### config.mk
export PLATFORM = sky130hd
export DESIGN_NAME = trap_ctrl
export DESIGN_NICKNAME = d
export VERILOG_FILES = /design/src/rtl/trap_ctrl_pkg.sv /design/src/rtl/trap_vec_calc.sv /design/src/rtl/trap_ctrl.sv
export SDC_FILE = /design/constraint.sdc
export NUM_CORES = 1
export LEC_CHECK = 0
export ABC_AREA = 1
export CAP_MARGIN = 30
export CELL_PAD_IN_SITES_DETAIL_PLACEMENT = 1
export CELL_PAD_IN_SITES_GLOBAL_PLACEMENT = 1
export CORE_ASPECT_RATIO = 1.75
export CORE_MARGIN = 1
export CORE_UTILIZATION = 37
export CTS_CLUSTER_SIZE = 10
export DETAILED_ROUTE_END_ITERATION = 10
export GPL_TIMING_DRIVEN = 0
export PLACE_DENSITY = 0.79
export SYNTH_ARGS = -nofsm -noshare
export SYNTH_HDL_FRONTEND = slang
export SYNTH_SLANG_ARGS = --single-unit
### constraint.sdc
create_clock -name clk -period 3.35 [get_ports clk]
set_input_delay 0.67 -clock clk [delete_from_list [all_inputs] [get_ports clk]]
set_output_delay 0.67 -clock clk [all_outputs]
set_load 0.01 [all_outputs]
### src/rtl/trap_ctrl_pkg.sv
// Shared definitions for the machine-mode trap sequencer: CSR addresses, causes,
// mstatus bit positions, FSM encoding and the CSR write payload.
package trap_ctrl_pkg;

  localparam int unsigned XLEN   = 32;
  localparam int unsigned CSR_AW = 12;

  localparam logic [CSR_AW-1:0] CSR_MSTATUS = 12'h300;
  localparam logic [CSR_AW-1:0] CSR_MIE     = 12'h304;
  localparam logic [CSR_AW-1:0] CSR_MTVEC   = 12'h305;
  localparam logic [CSR_AW-1:0] CSR_MEPC    = 12'h341;
  localparam logic [CSR_AW-1:0] CSR_MCAUSE  = 12'h342;

  localparam logic [XLEN-1:0] CAUSE_ECALL_M = 32'd11;
  localparam logic [XLEN-1:0] CAUSE_MEI     = 32'h8000_000B;

  localparam int unsigned MSTATUS_MIE    = 3;
  localparam int unsigned MSTATUS_MPIE   = 7;
  localparam int unsigned MSTATUS_MPP_LO = 11;
  localparam int unsigned MSTATUS_MPP_HI = 12;
  localparam int unsigned MIE_MEIE       = 11;

  typedef enum logic [2:0] {
    ST_IDLE        = 3'd0,
    ST_SAVE_EPC    = 3'd1,
    ST_SAVE_CAUSE  = 3'd2,
    ST_SAVE_STATUS = 3'd3,
    ST_RESTORE     = 3'd4,
    ST_REDIRECT    = 3'd5
  } trap_state_e;

  typedef struct packed {
    logic              we;
    logic [CSR_AW-1:0] addr;
    logic [XLEN-1:0]   data;
  } csr_wr_t;

  // mstatus as written on trap entry: stack MIE into MPIE, disable, MPP=M
  function automatic logic [XLEN-1:0] mstatus_on_trap(input logic [XLEN-1:0] s);
    logic [XLEN-1:0] m;
    m = s;
    m[MSTATUS_MPIE] = s[MSTATUS_MIE];
    m[MSTATUS_MIE]  = 1'b0;
    m[MSTATUS_MPP_HI:MSTATUS_MPP_LO] = 2'b11;
    return m;
  endfunction

  // mstatus as written by MRET: pop MPIE into MIE, set MPIE
  function automatic logic [XLEN-1:0] mstatus_on_mret(input logic [XLEN-1:0] s);
    logic [XLEN-1:0] m;
    m = s;
    m[MSTATUS_MIE]  = s[MSTATUS_MPIE];
    m[MSTATUS_MPIE] = 1'b1;
    m[MSTATUS_MPP_HI:MSTATUS_MPP_LO] = 2'b11;
    return m;
  endfunction

endpackage

### src/rtl/trap_vec_calc.sv
// Redirect target: saved mepc for MRET, otherwise mtvec base, offset by
// 4*code for interrupts in vectored mode.
module trap_vec_calc
  import trap_ctrl_pkg::*;
(
  input  logic [XLEN-1:0] mtvec,
  input  logic [XLEN-1:0] cause,
  input  logic            is_mret,
  input  logic [XLEN-1:0] mepc,
  output logic [XLEN-1:0] target_c
);

  logic [XLEN-1:0] base_c;
  logic [XLEN-1:0] offset_c;
  logic            vectored_c;
  logic            unused_cause_c;

  assign base_c         = {mtvec[XLEN-1:2], 2'b00};
  assign offset_c       = {cause[XLEN-3:0], 2'b00};
  assign unused_cause_c = cause[XLEN-2];

  // Reserved modes 2'b10/2'b11 fall back to direct
  assign vectored_c = (mtvec[1:0] == 2'b01) && cause[XLEN-1];

  always_comb begin
    target_c = base_c;
    if (is_mret) begin
      target_c = mepc;
    end else if (vectored_c) begin
      target_c = base_c + offset_c;
    end
  end

endmodule

### src/rtl/trap_ctrl.sv
// Machine-mode trap sequencer: accepts ECALL/MRET/external interrupt at commit,
// issues one CSR write per cycle, then redirects the PC.
module trap_ctrl
  import trap_ctrl_pkg::*;
#(
  parameter logic [31:0] RESET_PC = 32'h0000_0000
) (
  input  logic              clk,
  input  logic              rstn,
  input  logic              cm_valid,
  input  logic              cm_exception,
  input  logic [XLEN-1:0]   cm_cause,
  input  logic              cm_is_mret,
  input  logic [XLEN-1:0]   cm_pc,
  input  logic              irq_ext,
  input  logic [XLEN-1:0]   csr_mstatus,
  input  logic [XLEN-1:0]   csr_mie,
  input  logic [XLEN-1:0]   csr_mtvec,
  input  logic [XLEN-1:0]   csr_mepc,
  output logic              trap_take,
  output logic              flush,
  output logic              stall,
  output logic              csr_we,
  output logic [CSR_AW-1:0] csr_waddr,
  output logic [XLEN-1:0]   csr_wdata,
  output logic              redirect_valid,
  output logic [XLEN-1:0]   redirect_pc,
  output logic              busy
);

  trap_state_e     state_q, state_d;
  logic [XLEN-1:0] pc_q, pc_d;
  logic [XLEN-1:0] cause_q, cause_d;
  logic [XLEN-1:0] mstatus_q, mstatus_d;
  logic [XLEN-1:0] mtvec_q, mtvec_d;
  logic [XLEN-1:0] mepc_q, mepc_d;
  logic            is_mret_q, is_mret_d;
  csr_wr_t         csr_wr_q, csr_wr_d;
  logic            redirect_valid_q, redirect_valid_d;
  logic [XLEN-1:0] redirect_pc_q, redirect_pc_d;
  logic            stall_q, stall_d;
  logic            flush_q, flush_d;
  logic            busy_q, busy_d;

  logic            irq_pend_c;
  logic            accept_c;
  logic [XLEN-1:0] target_c;
  logic            unused_mie_c;

  assign irq_pend_c   = irq_ext & csr_mstatus[MSTATUS_MIE] & csr_mie[MIE_MEIE];
  assign unused_mie_c = ^{csr_mie[XLEN-1:MIE_MEIE+1], csr_mie[MIE_MEIE-1:0]};

  // Gated by rstn so nothing is accepted while reset is held
  assign accept_c = rstn && (state_q == ST_IDLE) && cm_valid &&
                    (irq_pend_c || cm_exception || cm_is_mret);

  trap_vec_calc u_vec (
    .mtvec    (mtvec_d),
    .cause    (cause_d),
    .is_mret  (is_mret_d),
    .mepc     (mepc_d),
    .target_c (target_c)
  );

  // Next state, latches, and next-cycle output values
  always_comb begin
    state_d          = state_q;
    pc_d             = pc_q;
    cause_d          = cause_q;
    mstatus_d        = mstatus_q;
    mtvec_d          = mtvec_q;
    mepc_d           = mepc_q;
    is_mret_d        = is_mret_q;
    csr_wr_d         = '0;
    redirect_valid_d = 1'b0;
    redirect_pc_d    = RESET_PC;

    case (state_q)
      ST_IDLE: begin
        if (accept_c) begin
          pc_d      = cm_pc;
          mstatus_d = csr_mstatus;
          mtvec_d   = csr_mtvec;
          mepc_d    = csr_mepc;
          is_mret_d = 1'b0;
          state_d   = ST_SAVE_EPC;
          if (irq_pend_c) begin
            cause_d = CAUSE_MEI;
          end else if (cm_exception) begin
            cause_d = cm_cause;
          end else begin
            cause_d   = '0;
            is_mret_d = 1'b1;
            state_d   = ST_RESTORE;
          end
        end
      end
      ST_SAVE_EPC:    state_d = ST_SAVE_CAUSE;
      ST_SAVE_CAUSE:  state_d = ST_SAVE_STATUS;
      ST_SAVE_STATUS: state_d = ST_REDIRECT;
      ST_RESTORE:     state_d = ST_REDIRECT;
      ST_REDIRECT:    state_d = ST_IDLE;
      default:        state_d = ST_IDLE;
    endcase

    case (state_d)
      ST_SAVE_EPC:    csr_wr_d = '{we: 1'b1, addr: CSR_MEPC, data: {pc_d[XLEN-1:2], 2'b00}};
      ST_SAVE_CAUSE:  csr_wr_d = '{we: 1'b1, addr: CSR_MCAUSE, data: cause_d};
      ST_SAVE_STATUS: csr_wr_d = '{we: 1'b1, addr: CSR_MSTATUS, data: mstatus_on_trap(mstatus_d)};
      ST_RESTORE:     csr_wr_d = '{we: 1'b1, addr: CSR_MSTATUS, data: mstatus_on_mret(mstatus_d)};
      ST_REDIRECT: begin
        redirect_valid_d = 1'b1;
        redirect_pc_d    = target_c;
      end
      default: ;
    endcase

    busy_d  = (state_d != ST_IDLE);
    stall_d = busy_d && (state_d != ST_REDIRECT);
    flush_d = (state_d == ST_REDIRECT);
  end

  always_ff @(posedge clk or negedge rstn) begin
    if (!rstn) begin
      state_q          <= ST_IDLE;
      pc_q             <= '0;
      cause_q          <= '0;
      mstatus_q        <= '0;
      mtvec_q          <= '0;
      mepc_q           <= '0;
      is_mret_q        <= 1'b0;
      csr_wr_q         <= '0;
      redirect_valid_q <= 1'b0;
      redirect_pc_q    <= RESET_PC;
      stall_q          <= 1'b0;
      flush_q          <= 1'b0;
      busy_q           <= 1'b0;
    end else begin
      state_q          <= state_d;
      pc_q             <= pc_d;
      cause_q          <= cause_d;
      mstatus_q        <= mstatus_d;
      mtvec_q          <= mtvec_d;
      mepc_q           <= mepc_d;
      is_mret_q        <= is_mret_d;
      csr_wr_q         <= csr_wr_d;
      redirect_valid_q <= redirect_valid_d;
      redirect_pc_q    <= redirect_pc_d;
      stall_q          <= stall_d;
      flush_q          <= flush_d;
      busy_q           <= busy_d;
    end
  end

  assign trap_take      = accept_c;
  assign flush          = accept_c | flush_q;
  assign stall          = stall_q;
  assign csr_we         = csr_wr_q.we;
  assign csr_waddr      = csr_wr_q.addr;
  assign csr_wdata      = csr_wr_q.data;
  assign redirect_valid = redirect_valid_q;
  assign redirect_pc    = redirect_pc_q;
  assign busy           = busy_q;

endmodule

==> results.toml, run 1 <==
[detailed_routing]
post-route-drc-count = 0
finalWirelength_mm = 50.3
drt_iter0_drc = 577
num_vias = 12242
ant_nets = 0
wl_per_cell_um = 21.6
first_pass_iters = 5
via_per_inst = 5.25

[yosys]
netlist.area_leader.share = 0.470
synth_area_leaders = "dfrtp_1, nand2_1, nand3_1, inv_1, a21oi_1"
synth_edf_count = 0
ys_seq_area_frac = 0.470
synth_area_um2 = 12300
ys_types = 44
synth_seq_cells = 231
yosysWarnings = 0
synth_top_cell_by_area = "dfrtp_1"
syn_inst = 1625
synthFlopType = "dfrtp_1"
synth_area_per_cell_um2 = 7.56
synthArstFlopShare = 1.00

[sta]
fmax_mhz = 308
finClkSkew_ns = 0.0168
finalMaxSlewViolations = 0
hold_viol = 0
worst_slew_pin_slew_ns = 0.797
tns_ns = 0
fin_ws_ns = 0.102
finalSetupViolations = 0
post-route-period-util = 0.970
min_period_ns = 3.25
slew_headroom = 0.463
whs_ns = 0.0571

[worst_setup_path]
crit_required_ns = 3.83
worst-setup-path-type = "in2reg"
crit_fanout = 19
worstSetupStartpointType = "input port"
cp.arrival_ns = 3.73
cp-end-kind = "flip-flop"

[global_routing]
grt_pass1_vias = 13427
grt_overflow = 0
grt_max_degree = 70
antenna_found_initial = 3
grt_pass1_wl_mm = 76.5
grt_usage = 0.298

[clock_network]
cts_sinks = 231
clockBufferDepth = 3
cts_made_buffers = 27
cts-root-buf = "clkbuf_16"
tritoncts = "built"
clock_latency_ns = 0.55
clk_pin_slew_worst_paths_ns = 0.06
htree_levels = 1

[floorplan]
fp.dieH_um = 243
top_level_ports = 280
rows = 88
die_x_um = 140
core_area_um2 = 32800
die_area_um2 = 34000
start_util = 0.375

[layout]
layout_common_cells = "nand2_1, dfrtp_1, clkdlybuf4s50_1"
fin_area_um2 = 16700
drive_above_1_share = 0.124
area_delta_synth_final_pct = 36.0
layout.cells.most_common = "nand2_1"
finish.net_count = 2145

[power_and_ir_drop]
power.density_nw_per_um2 = 914
p_leak_nw = 8.39
finalPower_mw = 15.3
vdd_drop_max_uv = 404

[placed_design]
placed_cell_area_um2 = 15200
port_buffers = 236
gp_congestion = 0.897
pre_cts_slack_ns = -2.60
place_hpwl_mm = 37.6

[flow_run]
drv_cap = 0

[outcome]
status = "completed"

[worst_hold_path]
min_path_type = "in2async"
[power by group]
part	internal, mW	leakage [nW]	switching (mW)
combinational	2.96	5.09	5.19
clock	1.48	0.358	1.17
sequential	4.03	2.94	0.439
[kinds of logic after synthesis]
group	share of synthesized area
buffers and inverters	0.0794
XOR/XNOR	0.00641
other	0.000305
adder cells (fa/ha/maj)	0.0285
AND/OR/NAND/NOR	0.330
AO/OA/AOI/OAI	0.0848
flip-flops	0.470
[what timing repair did]
| item | CTS | global route |
|---|---|---|
| endpoints found under the hold margin | 12 | 0 |
| pin swaps | 13 | 7 |
| hold buffers | 1 | 0 |
| buffers inserted | 14 | 2 |
| setup endpoints to repair | 93 | 21 |
| gates cloned | 5 | 0 |
| resized for setup | 89 | 52 |
[state kept, by name, indices dropped and copies added (netlist names)]
name         count
mstatus_q       30
busy             1
flush_q          1
pc_q            30
stall            1
mepc_q          32
state_q          3
mtvec_q         32
is_mret_q        1
csr_wdata       32
cause_q         32
redirect_pc     32
csr_waddr        4
[routing by layer]
metal / GRT usage / vias up / part of all wire
met3: 0.0239 / 127 / 0.033
met4: 0.164 / 2 / 0.056
li1: - / 5712 / -
met2: 0.569 / 322 / 0.54
met1: 0.320 / 6079 / 0.37
met5: 0 / - / 0.00030
[cell usage after synthesis (all sizes together) (2+ instances only)]
cell	count
ha	28
nand3b	29
xor2	5
clkinv	2
o221ai	3
nor2	41
a31oi	2
buf	45
a21oi	90
nand3	99
inv	135
nand2	746
clkbuf	34
nor3	9
xnor2	4
o211ai	16
dfrtp	231
or2	9
nand4	11
o21ai	79
[critical path, cell delays in order]
cell and delay, ns:
clkdlybuf4s50_1 0.45, inv_1 0.07, nand3_4 0.12, nand2_8 0.08
buf_12 0.17, clkbuf_16 0.17, clkbuf_16 0.17, a22o_4 0.26
ha_1 0.22, ha_1 0.21, inv_2 0.07, nand2_4 0.08
nand2_1 0.09, nand2_2 0.09, nand3_1 0.10, nand2_2 0.14
nand2_1 0.12, nand2_1 0.06, nand2_1 0.05, nand3_1 0.14
a21oi_2 0.17
[through the flow]
stage	std cells	util
after detailed placement	2274	0.464
after floorplan	1631	-
final	2332	0.509
after global routing	2332	0.509
after CTS	2328	0.502
after global placement	2272	0.463
[final cells by class]
cell class,instances,area (µm²)
Timing Repair Buffer,260,2730
Fill cell,4000,16100
Tap cell,405,507
Sequential cell,231,5780
Multi-Input combinational cell,1184,5860
Antenna cell,2,5.00
Inverter,137,517
Clock buffer,34,722
Buffer,78,581
Clock inverter,1,8.76
[worst paths after layout]
check	start	to	slack, ns	cells past startpoint
setup / recovery	cm_is_mret	redirect_pc[18]	0.10	21
max in group asynchronous	rstn	mepc_q[14]	2.12	2
setup reg to reg	state_q[1]	redirect_pc[18]	0.14	21
hold reg to reg	mepc_q[14]	mepc_q[14]	0.48	2
min in group clk	mepc_q[14]	mepc_q[14]	0.48	2
hold / removal	rstn	mepc_q[17]	0.06	1
(Power assumes the default switching activity.)
==> inputs of run 2 (changes only) <==
--- a/config.mk
+++ b/config.mk
@@ -15,7 +15,7 @@
 export CTS_CLUSTER_SIZE = 10
 export DETAILED_ROUTE_END_ITERATION = 10
 export GPL_TIMING_DRIVEN = 0
-export PLACE_DENSITY = 0.79
+export PLACE_DENSITY_LB_ADDON = 0.15
 export SYNTH_ARGS = -nofsm -noshare
 export SYNTH_HDL_FRONTEND = slang
 export SYNTH_SLANG_ARGS = --single-unit
==> results.toml, run 2 (synthesized netlist as in run 1, its figures left out) <==
[sta]
finClkSkew_ns = 0.0130
finalSetupViolations = 0
fmax_mhz = 301
slew_headroom = 0.481
hold_viol = 0
fin_ws_ns = 0.0285
min_period_ns = 3.32
whs_ns = 0.0883
post-route-period-util = 0.991
worst_slew_pin_slew_ns = 0.771
rsz0062_at_grt = "true"
finalMaxSlewViolations = 0

[power_and_ir_drop]
clkPwrFrac = 0.172
switching_share = 0.440
intPower_mw = 8.88
power.density_nw_per_um2 = 925
p_switching_mw = 6.98
power_frac_comb = 0.549
p_seq_frac = 0.280
vdd_drop_max_uv = 424
p_leak_nw = 8.49

[detailed_routing]
drt_iter0_drc = 462
via_per_inst = 5.16
num_vias = 12071
wl_per_cell_um = 21.0
ant_nets = 0
first_pass_iters = 4
finalWirelength_mm = 49.1
post-route-drc-count = 0

[global_routing]
grt_max_degree = 60
grt_pass1_wl_mm = 74.9
grt_usage = 0.292
antenna_found_initial = 1
grt_pass1_vias = 13196
grt_overflow = 0

[outcome]
status = "completed"

[clock_network]
clockBufferDepth = 3
cts_sinks = 231
htree_levels = 1
cts_made_buffers = 27
clock_latency_ns = 0.55
cts-root-buf = "clkbuf_16"
tritoncts = "built"
clk_pin_slew_worst_paths_ns = 0.06

[placed_design]
gp_congestion = 0.888
port_buffers = 236
pre_cts_slack_ns = -2.94
place_hpwl_mm = 36.3
place_inst = 2273

[floorplan]
fp.dieH_um = 243
die_area_um2 = 34000
rows = 88
top_level_ports = 280
start_util = 0.375
core_area_um2 = 32800
die_x_um = 140

[worst_setup_path]
crit_fanout = 19
rr_worst_depth = 18
timing.rr.start = "state_q[2]"
worstSetupStartpointType = "input port"
cp.arrival_ns = 3.79
crit_slowest_cell = "clkdlybuf4s50_1"
worst-setup-path-type = "in2reg"
path_cells = "clkdlybuf4s50_1, nand3_2, nand3_4, nand2_8, buf_12, clkbuf_16, buf_6, nand2_1, o21ai_4, ha_1, nand2_1, nor2_2, nand2_1, nor3_2, nand2_2, nand3_1, nand3_1, a21oi_2"
critical_path_buf_inv_count = 4
crit_cells = 18
critPathMostFrequentCell = "nand2_1"
cp-end-kind = "flip-flop"
crit_path_start = "csr_mie[11]"
cp_top_family = "simple AND/OR/NAND/NOR gates"
crit_required_ns = 3.82
slowest_delay_ns = 0.48

[layout]
drive_above_1_share = 0.159
layout.cells.most_common = "nand2_1"
stdcell_count = 2339
layout_common_cells = "nand2_1, clkdlybuf4s50_1, dfrtp_1"
finish.net_count = 2157
fillers = 3938
area_delta_synth_final_pct = 39.5
utilization = 0.523

[flow_run]
drv_cap = 0

[worst_hold_path]
min_path_type = "in2async"
==> run 2: cell count changes in the layout (fill, tap and decap cells not counted), moves of 10 or more <==
cell,previous run,this run
a21oi_2,14,30
buf_4,35,45
nand2_1,706,686
nand2_2,37,52
a21oi_1,74,57
==> run 2: power by group through the flow <==
stage	logic (mW)	clock network [mW]	registers, mW
2_1_floorplan	4.51	0	4.52
3_3_place_gp	7.25	0	4.44
3_5_place_dp	7.44	0	4.47
4_1_cts	8.23	2.78	4.43
5_1_grt	9.53	2.87	4.56
6_report	8.70	2.72	4.44
==> run 2: layer usage <==
| metal | vias to the layer above | wire length, µm | GRT usage |
|---|---|---|---|
| li1 | 5742 | - | - |
| met1 | 5918 | 19000 | 0.326 |
| met2 | 297 | 26000 | 0.548 |
| met3 | 114 | 1400 | 0.0227 |
| met4 | 0 | 2710 | 0.146 |
| met5 | - | 0 | 0 |
==> run 2: cell type report <==
class	count	area [µm²]	share of cell area
inverter	137	519	0.0303
buffer	78	604	0.0352
clock buffer	28	679	0.0396
antenna	1	2.50	0.000146
timing repair buffer	272	2810	0.164
tap	405	507	0.0296
sequential	231	5780	0.337
multi-input combinational	1184	6180	0.360
clock inverter	3	68.8	0.00401
==> run 2: repair_timing <==
action                                 4_1_cts  5_1_grt
endpoints found under the hold margin       27        0
gates resized for setup                    145       73
setup buffers                               23        6
hold buffers                                 1        0
pin swaps                                   31       15
setup endpoints to repair                  184       23
gates cloned                                 5        0
==> run 2: worst paths after layout <==
path                            slack (ns)         endpoint
worst min-delay path                  0.09  redirect_pc[19]
worst min register to register        0.47       mepc_q[22]
min in group clk                      0.47       mepc_q[22]
worst max register to register        0.10  redirect_pc[28]
worst max-delay path                  0.03  redirect_pc[28]
max in group asynchronous             2.79          pc_q[4]
==> run 2: through the flow <==
step,power [mW],setup TNS (ns),area [µm²]
finish,15.9,0,17100
detailed placement,11.9,-210.70,15200
global placement,11.7,-3909.91,15200
global route,17.0,-0.195,17100
floorplan,9.02,0,12300
CTS,15.5,0,16800
